<file path="src/rtl/wts_channel_mixer_n.sv">
// Time-multiplexed stereo mixer: scans CH_NUM channels one per clock after each
// sample tick, accumulates volume-scaled samples per side, then shifts and saturates.
module wts_channel_mixer_n #(
  parameter int CH_NUM = 12,
  parameter int WAVE_W = 8,
  parameter int VOL_W  = 4,
  parameter int OUT_W  = 12,
  parameter int SHIFT  = 2
) (
  input  logic                     clk,
  input  logic                     reset,
  input  logic                     sample_tick,
  input  logic [CH_NUM*WAVE_W-1:0] ch_sample,
  input  logic [CH_NUM*VOL_W-1:0]  ch_volume,
  input  logic [CH_NUM*2-1:0]      ch_enable,
  input  logic                     mute,
  input  logic                     overrun_clr,
  output logic [OUT_W-1:0]         left_out,
  output logic [OUT_W-1:0]         right_out,
  output logic                     out_valid,
  output logic                     busy,
  output logic                     overrun
);

  localparam int P     = WAVE_W + VOL_W;
  localparam int ACC_W = P + $clog2(CH_NUM);
  localparam int IDX_W = $clog2(CH_NUM);
  localparam int EXT_W = (ACC_W > OUT_W) ? ACC_W : OUT_W + 1;

  localparam logic signed [EXT_W-1:0] SAT_MAX = {{(EXT_W-OUT_W+1){1'b0}}, {(OUT_W-1){1'b1}}};
  localparam logic signed [EXT_W-1:0] SAT_MIN = {{(EXT_W-OUT_W+1){1'b1}}, {(OUT_W-1){1'b0}}};

  typedef enum logic [1:0] {IDLE, SCAN, DONE} state_t;

  state_t                    state, state_nxt;
  logic [IDX_W-1:0]          ch_idx;
  logic signed [ACC_W-1:0]   acc_l, acc_r;
  logic signed [WAVE_W-1:0]  cur_sample;
  logic [VOL_W-1:0]          cur_vol;
  logic [1:0]                cur_en;
  logic signed [P-1:0]       product;
  logic signed [ACC_W-1:0]   product_ext;
  logic                      busy_i;
  logic                      tick_accept;
  logic                      last_ch;

  function automatic logic [OUT_W-1:0] saturate(input logic signed [ACC_W-1:0] a);
    logic signed [EXT_W-1:0] r;
    r = EXT_W'(a >>> SHIFT);
    if (r > SAT_MAX)      r = SAT_MAX;
    else if (r < SAT_MIN) r = SAT_MIN;
    return OUT_W'(r);
  endfunction

  // The out_valid cycle still counts as busy, so a tick landing on it is an overrun.
  assign busy_i      = (state != IDLE) || out_valid;
  assign busy        = busy_i;
  assign tick_accept = sample_tick && !busy_i;
  assign last_ch     = (ch_idx == IDX_W'(CH_NUM - 1));

  always_comb begin
    cur_sample  = $signed(ch_sample[ch_idx*WAVE_W +: WAVE_W]);
    cur_vol     = ch_volume[ch_idx*VOL_W +: VOL_W];
    cur_en      = ch_enable[ch_idx*2 +: 2];
    product     = P'(cur_sample) * P'($signed({1'b0, cur_vol}));
    product_ext = ACC_W'(product);
  end

  always_comb begin
    state_nxt = state;
    case (state)
      IDLE:    if (tick_accept) state_nxt = SCAN;
      SCAN:    if (last_ch)     state_nxt = DONE;
      DONE:    state_nxt = IDLE;
      default: state_nxt = IDLE;
    endcase
  end

  always_ff @(posedge clk) begin
    if (reset) begin
      state     <= IDLE;
      ch_idx    <= '0;
      acc_l     <= '0;
      acc_r     <= '0;
      left_out  <= '0;
      right_out <= '0;
      out_valid <= 1'b0;
      overrun   <= 1'b0;
    end else begin
      state     <= state_nxt;
      out_valid <= 1'b0;
      case (state)
        IDLE: begin
          if (tick_accept) begin
            acc_l  <= '0;
            acc_r  <= '0;
            ch_idx <= '0;
          end
        end
        SCAN: begin
          if (cur_en[0]) acc_l <= acc_l + product_ext;
          if (cur_en[1]) acc_r <= acc_r + product_ext;
          ch_idx <= last_ch ? '0 : ch_idx + 1'b1;
        end
        DONE: begin
          left_out  <= mute ? '0 : saturate(acc_l);
          right_out <= mute ? '0 : saturate(acc_r);
          out_valid <= 1'b1;
        end
        default: ;
      endcase
      if (sample_tick && busy_i) overrun <= 1'b1;
      else if (overrun_clr)      overrun <= 1'b0;
    end
  end

endmodule

</file>
<file path="config.mk">
export PLATFORM = sky130hd
export DESIGN_NAME = wts_channel_mixer_n
export DESIGN_NICKNAME = d
export VERILOG_FILES = /design/src/rtl/wts_channel_mixer_n.sv
export SDC_FILE = /design/constraint.sdc
export NUM_CORES = 1
export LEC_CHECK = 0
export BUFFER_PORTS_ARGS = -buffer_cell sky130_fd_sc_hd__clkbuf_2
export CORE_MARGIN = 1.5
export CORE_UTILIZATION = 30
export CTS_BUF_LIST = sky130_fd_sc_hd__clkbuf_4 sky130_fd_sc_hd__clkbuf_8 sky130_fd_sc_hd__clkbuf_16
export CTS_CLUSTER_SIZE = 30
export DETAILED_ROUTE_END_ITERATION = 16
export SYNTH_ARGS = -nofsm -noshare
export SYNTH_HDL_FRONTEND = slang
export SYNTH_SLANG_ARGS = --single-unit
</file>
<file path="constraint.sdc">
create_clock -name clk -period 10.5 [get_ports clk]
set_input_delay 1.05 -clock clk [delete_from_list [all_inputs] [get_ports clk]]
set_output_delay 1.05 -clock clk [all_outputs]
set_load 0.02 [all_outputs]
</file>
==> results of run 1 <==
## metal layers
layer,track usage [%],part of all wire [%],vias up
met5,0,0,-
met4,6.17,3.3,0
met3,2.70,4.8,26
met2,29.0,48,184
met1,20.1,44,2656
li1,-,-,2910
## worst max-delay path: stages
cell and delay (ps):
clkbuf_2 80, mux4_2 480, mux2i_1 150, nor2_1 50
a21oi_1 510, nor2_1 120, ha_1 340, fa_1 540
inv_1 60, fa_1 540, inv_1 40, ha_1 330
nand3_1 80, o211ai_1 220, nor4_1 100, o41a_1 440
xnor3_1 430, inv_1 200, ha_1 390, o211ai_1 100
o21ai_0 230, o2111ai_1 170, a21o_1 190, and4b_1 200
a211o_1 250
## power by group
group	switching (mW)	internal, mW	total [mW]
clock	0.115	0.181	0.297
sequential	0.0377	0.275	0.313
combinational	0.524	0.426	0.950
## how the worst max path moves through the flow
stage          slack, ps           from        end  cells past startpoint
3_5_place_dp        3130  ch_volume[46]  acc_r[15]                     25
4_1_cts             3460  ch_volume[46]  acc_r[15]                     25
2_1_floorplan       3630      ch_idx[0]  acc_r[15]                     26
6_report            3420  ch_volume[46]  acc_r[15]                     25
5_1_grt             3010      ch_idx[0]  acc_r[15]                     24
3_3_place_gp        3260  ch_volume[46]  acc_r[15]                     25
## area by class of cell
cell class / instances / area, sq um / area share (%)
clock buffer: 11 / 264 / 3.47
clock inverter: 5 / 37.5 / 0.494
inverter: 47 / 176 / 2.32
multi-input combinational: 560 / 4460 / 58.7
sequential: 64 / 1290 / 16.9
tap: 265 / 332 / 4.36
timing repair buffer: 205 / 1040 / 13.7
## kinds of logic after synthesis
group / count (synthesis) / synth area share [%]
AO/OA/AOI/OAI: 190 / 19.5
XOR/XNOR: 24 / 3.68
AND/OR/NAND/NOR: 218 / 16.0
flip-flops: 64 / 21.1
buffers and inverters: 81 / 5.56
multiplexers: 58 / 17.6
adder cells (fa/ha/maj): 70 / 16.6
## placed cells by master (no fill, tap or decap), drive strengths merged, types with 3 or more instances in the layout
cell and count:
fa 18, a2bb2oi 4, o31ai 3, or3 6, a211oi 7, nor3 15, nor4 5, a22oi 5
inv 48, o21ai 40, o21bai 3, ha 52, xor2 12, mux4 38, xnor2 11, clkbuf 210
nand3 3, o31a 4, buf 6, o21a 13, nor2b 12, nor2 91, o211a 3, a31oi 3
nand2b 10, a21o 4, mux2i 19, nor3b 4, o211ai 5, a221oi 3, a32o 3, and2 8
or2 4, nand2 59, dfxtp 64, a21oi 78
## sequential cells by signal (all words and copies together), names as in the netlist
register / cells
ch_idx: 4
state: 2
right_out: 12
out_valid: 1
acc_l: 16
acc_r: 16
overrun: 1
left_out: 12
## through the flow
stage / cells / utilization, % / worst slack [ps] / instance area, sq um
3_3_place_gp: 1141 / 37.1 / 3260 / 7300
5_1_grt: 1157 / 38.7 / 3010 / 7600
2_1_floorplan: 705 / - / 3630 / 6080
6_report: 1157 / 38.7 / 3420 / 7600
3_5_place_dp: 1141 / 37.1 / 3130 / 7300
4_1_cts: 1157 / 38.7 / 3460 / 7600
==> reports/results.tsv, run 1 <==
stage	metric	value	unit
outcome	status	complete, no violations	
hold_path	Hold Path Class	register to register	
die	# rows	51	
die	Die H	145	microns
logic_synthesis	Post-synth EDFFs	0	
timing	Final Max Tran Viols	0	
flow_run	max-cap violation count	0	
timing	Final period util	67.5	%
hold_path	Hold Crit Start	right_out[7]	
die	initial cell density of the core	30.9	%
detailed_routing	Via density	4.99	
clocking	clk buf depth	2	
detailed_routing	Routed Antenna Nets	0	
logic_synthesis	Yosys reg bits	64	
setup_path	Crit Path Class	input pin to register	
die	DIE AREA	21100	sq um
logic_synthesis	post-synth top area cell	dfxtp_1	
detailed_routing	router iterations before antenna repair	5	
logic_synthesis	Syn Std Cell Area	6080	sq um
detailed_routing	wirelength, routed	17400	microns
power_and_ir_drop	IR drop worst, VDD	0.0990	mV
timing	Final Hold Viols	0	
cells_and_area	synth-to-layout area growth	25.0	%
cells_and_area	Nets	1130	
clocking	cts bufs inserted	9	
detailed_routing	Iteration-0 DRC Markers	246	
setup_path	reg2reg path depth	24	
power_and_ir_drop	Power per Cell Area	205	nW/um^2
detailed_routing	Avg WL per Cell	15.1	microns
timing	setup TNS	0	ps
cells_and_area	# diodes	0	
timing	Fmax achieved	141	MHz
logic_synthesis	ys flop type	dfxtp_1	
clocking	Reg clk slew, reported paths	60	ps
cells_and_area	layout cells sized above 1	29.7	%
global_route	first-pass GRT wire length	28100	microns
setup_path	Required @ worst endpoint	10720	ps
setup_path	crit path launch type	input pin	
hold_path	Hold EP	right_out[7]	
logic_synthesis	top post-synthesis cells by area	dfxtp_1 21%, mux4_2 13%, ha_1 11%	
placement	IO buf count	199	
timing	clock skew	2.50	ps
setup_path	crit end category	register	
global_route	initial antenna violation count	0	
clocking	post-CTS resize count	0	
global_route	largest net degree at the start of global routing	61	
cells_and_area	number of fill cells	2085	
global_route	number of global-route vias before repair	5692	
die	Top-Level Pins	200	
placement	gpl congestion	0.873	
die	CORE AREA	19700	sq um
setup_path	reg-to-reg critical path startpoint	ch_idx[0]	
setup_path	data arrival time of the worst path	7300	ps
clocking	worst skew pair latency	330	ps
logic_synthesis	synth unique cells	57	
logic_synthesis	Seq/Total Area, Yosys	21.1	%
setup_path	reg2reg setup slack	3480	ps
logic_synthesis	syn nets	948	
setup_path	Max FO, Critical Path	8	
clocking	Root Buffer	clkbuf_16	
setup_path	Reg2Reg Capture Point	acc_r[15]	
timing	unrepaired setup endpoints after global routing	no	
clocking	H-tree depth	3	
logic_synthesis	Async SR Flop Fraction	0	%
timing	post-route minimum period	7080	ps
placement	hpwl dp	14400	microns
logic_synthesis	post-synth top area share	21.1	%
hold_path	Cells on Worst Hold Path	2	
global_route	total grt overflow	0	
detailed_routing	Residual DRC	0	
die	die width	145	microns
logic_synthesis	top-count cell post-synth	nor2_1	
logic_synthesis	Cells after Synth	705	
power_and_ir_drop	total power	1.56	mW
power_and_ir_drop	LEAKAGE	3.42	nW
timing	Slew @ Worst Pin	873	ps
clocking	cts hold-fix bufs	0	
logic_synthesis	synth warn	0	
timing	final setup fails	0	
logic_synthesis	syn_area_per_cell	8.63	sq um
clocking	Post-CTS Setup Bufs	0	
logic_synthesis	Post-synth top cells	91 x nor2_1, 78 x a21oi_1, 64 x dfxtp_1	
timing	Slew HR	41.5	%
timing	worst hold slack	449	ps
detailed_routing	via count	5776	
clocking	TritonCTS clock tree	yes	
global_route	Tot GR Track Use	16.5	%
clocking	clk sinks	64	
(Power assumes the default switching activity.)
==> run 2, diff against run 1 <==
clock period = 5.9 ns   (was 10.5 ns; I/O delays follow)
==> run 2 against run 1 <==
Combinational power rose to 2.8 times the previous value. Critical path depth up 1. Via count up 5.1%. Count of clock-buffer cells in the layout unchanged. Critical endpoint unchanged.
==> reports/results.tsv, run 2 (synthesis gave the netlist of run 1 again) <==
stage	metric	value	unit	change
timing	setup TNS	0	ps	unchanged
flow_run	max-cap violation count	0		unchanged
die	Top-Level Pins	200		unchanged
cells_and_area	most common cell after layout, fill and taps aside	clkbuf_2		
cells_and_area	most frequent cells in the layout	199 x clkbuf_2, 93 x buf_4, 85 x nor2_1, 62 x a21oi_1, 62 x dfxtp_1		
die	die width	145	microns	unchanged
power_and_ir_drop	IR drop worst, VDD	0.216	mV	+120%
global_route	first-pass GRT wire length	29200	microns	+3.9%
detailed_routing	Avg WL per Cell	14.5	microns	-3.6%
cells_and_area	Nets	1225		+8.4%
global_route	Tot GR Track Use	16.9	%	+0.48 points
setup_path	Required @ worst endpoint	6130	ps	-4590 ps
hold_path	Cells on Worst Hold Path	2		unchanged
timing	Final Max Tran Viols	0		unchanged
timing	Final period util	99.7	%	
setup_path	delay of the slowest critical-path stage	530	ps	about the same
setup_path	data arrival time of the worst path	6110	ps	-1190 ps
setup_path	Reg2Reg Capture Point	acc_r[15]		
setup_path	crit path launch type	register		
die	CORE AREA	19700	sq um	unchanged
setup_path	reg2reg setup slack	20	ps	-3460 ps
global_route	initial antenna violation count	0		unchanged
timing	Slew HR	29.4	%	-12 points
global_route	met1 Usage GRT	19.5	%	-0.60 points
hold_path	Hold Path Class	register to register		
clocking	cts bufs inserted	9		unchanged
cells_and_area	sequential cell area	1290	sq um	unchanged
global_route	number of global-route vias before repair	6156		+8.2%
power_and_ir_drop	LEAKAGE	3.95	nW	+16%
setup_path	Max FO, Critical Path	6		-2
clocking	H-tree depth	3		unchanged
detailed_routing	via count	6069		+5.1%
clocking	clk sinks	64		unchanged
detailed_routing	router iterations before antenna repair	4		-1
clocking	cts hold-fix bufs	0		unchanged
setup_path	CP bufs+invs	7		+3
placement	IO buf count	199		unchanged
placement	hpwl dp	15100	microns	+4.8%
die	DIE AREA	21100	sq um	unchanged
cells_and_area	number of fill cells	2034		-2.4%
detailed_routing	wirelength, routed	18200	microns	+4.3%
detailed_routing	Residual DRC	0		unchanged
clocking	Reg clk slew, reported paths	60	ps	about the same
detailed_routing	Iteration-0 DRC Markers	159		-35%
setup_path	reg2reg path depth	26		+8.3%
setup_path	Worst path depth	26		+4.0%
clocking	clk buf depth	2		unchanged
global_route	total grt overflow	0		unchanged
outcome	status	complete, no violations		
setup_path	crit end category	register		
cells_and_area	multi-input combinational cell area	4840	sq um	+8.5%
die	initial cell density of the core	30.9	%	unchanged
hold_path	Hold Crit Start	left_out[5]		
timing	Fmax achieved	170	MHz	
clocking	Root Buffer	clkbuf_16		
detailed_routing	Routed Antenna Nets	0		unchanged
cells_and_area	synth-to-layout area growth	44.4	%	
setup_path	Crit Path Class	register to register		
timing	final setup fails	0		unchanged
setup_path	reg-to-reg critical path startpoint	ch_idx[0]		
timing	clock skew	10.3	ps	+7.79 ps
setup_path	Slowest-stage cell, CP	fa_1		
placement	gpl congestion	0.836		-4.2%
timing	unrepaired setup endpoints after global routing	yes		
die	Die H	145	microns	unchanged
detailed_routing	Via density	4.85		-2.9%
setup_path	worst setup path startpoint	ch_idx[0]		
hold_path	Hold EP	left_out[5]		
timing	Slew @ Worst Pin	1050	ps	+180 ps
cells_and_area	Regs by FF count	acc_l x16, acc_r x16		
timing	post-route minimum period	5880	ps	
clocking	worst skew pair latency	340	ps	about the same
cells_and_area	layout cells sized above 1	42.6	%	+13 points
global_route	busiest grt layer	met2		
clocking	TritonCTS clock tree	yes		
global_route	Global Route met2 Usage	31.9	%	+2.9 points
cells_and_area	final core utilization	44.7	%	+6.0 points
global_route	met3 usage in global routing	3.07	%	+0.38 points
power_and_ir_drop	Power per Cell Area	428	nW/um^2	+110%
setup_path	Largest delay share family, worst path	adder cells		
timing	Final Hold Viols	0		unchanged
global_route	largest net degree at the start of global routing	61		unchanged
die	# rows	51		unchanged
cells_and_area	# diodes	0		unchanged
## run 2: report_power, final
part / leakage, nW / total [mW] / switching (mW) / internal, mW
clock network: 0.155 / 0.582 / 0.197 / 0.385
registers: 0.520 / 0.558 / 0.0674 / 0.490
logic: 3.27 / 2.62 / 1.21 / 1.41
## run 2: cell type report
type	instances	area share, %
Tap cell	265	3.77
Inverter	47	2.07
Clock inverter	5	0.912
Timing Repair Buffer	300	20.7
Multi-Input combinational cell	560	55.1
Sequential cell	64	14.6
Clock buffer	11	2.81
## run 2: per-layer routing
| metal | vias up | routed length, microns |
|---|---|---|
| met4 | 0 | 311 |
| met1 | 2806 | 7530 |
| met2 | 145 | 9570 |
| met3 | 19 | 781 |
| met5 | - | 0 |
| li1 | 3099 | - |
## run 2: how the worst max path moves through the flow
stage	slack, ps	to
finish	20	acc_r[15]
global route	-260	acc_r[15]
CTS	2	acc_l[14]
detailed placement	-110	acc_r[15]
global placement	-30	acc_l[14]
floorplan	10	acc_r[15]
## run 2: per-stage QoR
stage	hold WS (ps)	setup slack, ps	total power, mW	cells	area [sq um]
global route	470	-259	4.09	1252	8780
floorplan	446	14.7	1.99	705	6250
finish	449	16.9	3.76	1252	8780
detailed placement	447	-108	2.86	1218	8020
global placement	438	-28.7	2.83	1218	8020
CTS	452	1.54	3.48	1238	8400
## run 2: timing repair
| item | in CTS | in global routing |
|---|---|---|
| setup endpoints to repair | 5 | 14 |
| gates resized for setup | 3 | 57 |
| pin swaps | 0 | 39 |
| buffers inserted | 4 | 15 |
| hold endpoints to repair | 0 | 0 |
## run 2: worst register-to-register path, stage by stage (launching register included)
cell,delay (ps)
dfxtp_4,370
buf_12,130
buf_6,90
mux4_2,470
mux2i_1,140
nor2_1,80
a21oi_2,180
buf_4,170
buf_4,130
nor2_1,50
ha_1,290
fa_1,540
inv_1,50
fa_1,500
inv_1,40
ha_1,360
nor3_2,80
o41a_1,410
xnor3_2,320
inv_6,80
ha_4,290
o211ai_1,90
o21ai_1,190
o2111ai_2,160
a21o_1,200
and4b_1,180
a211o_1,220
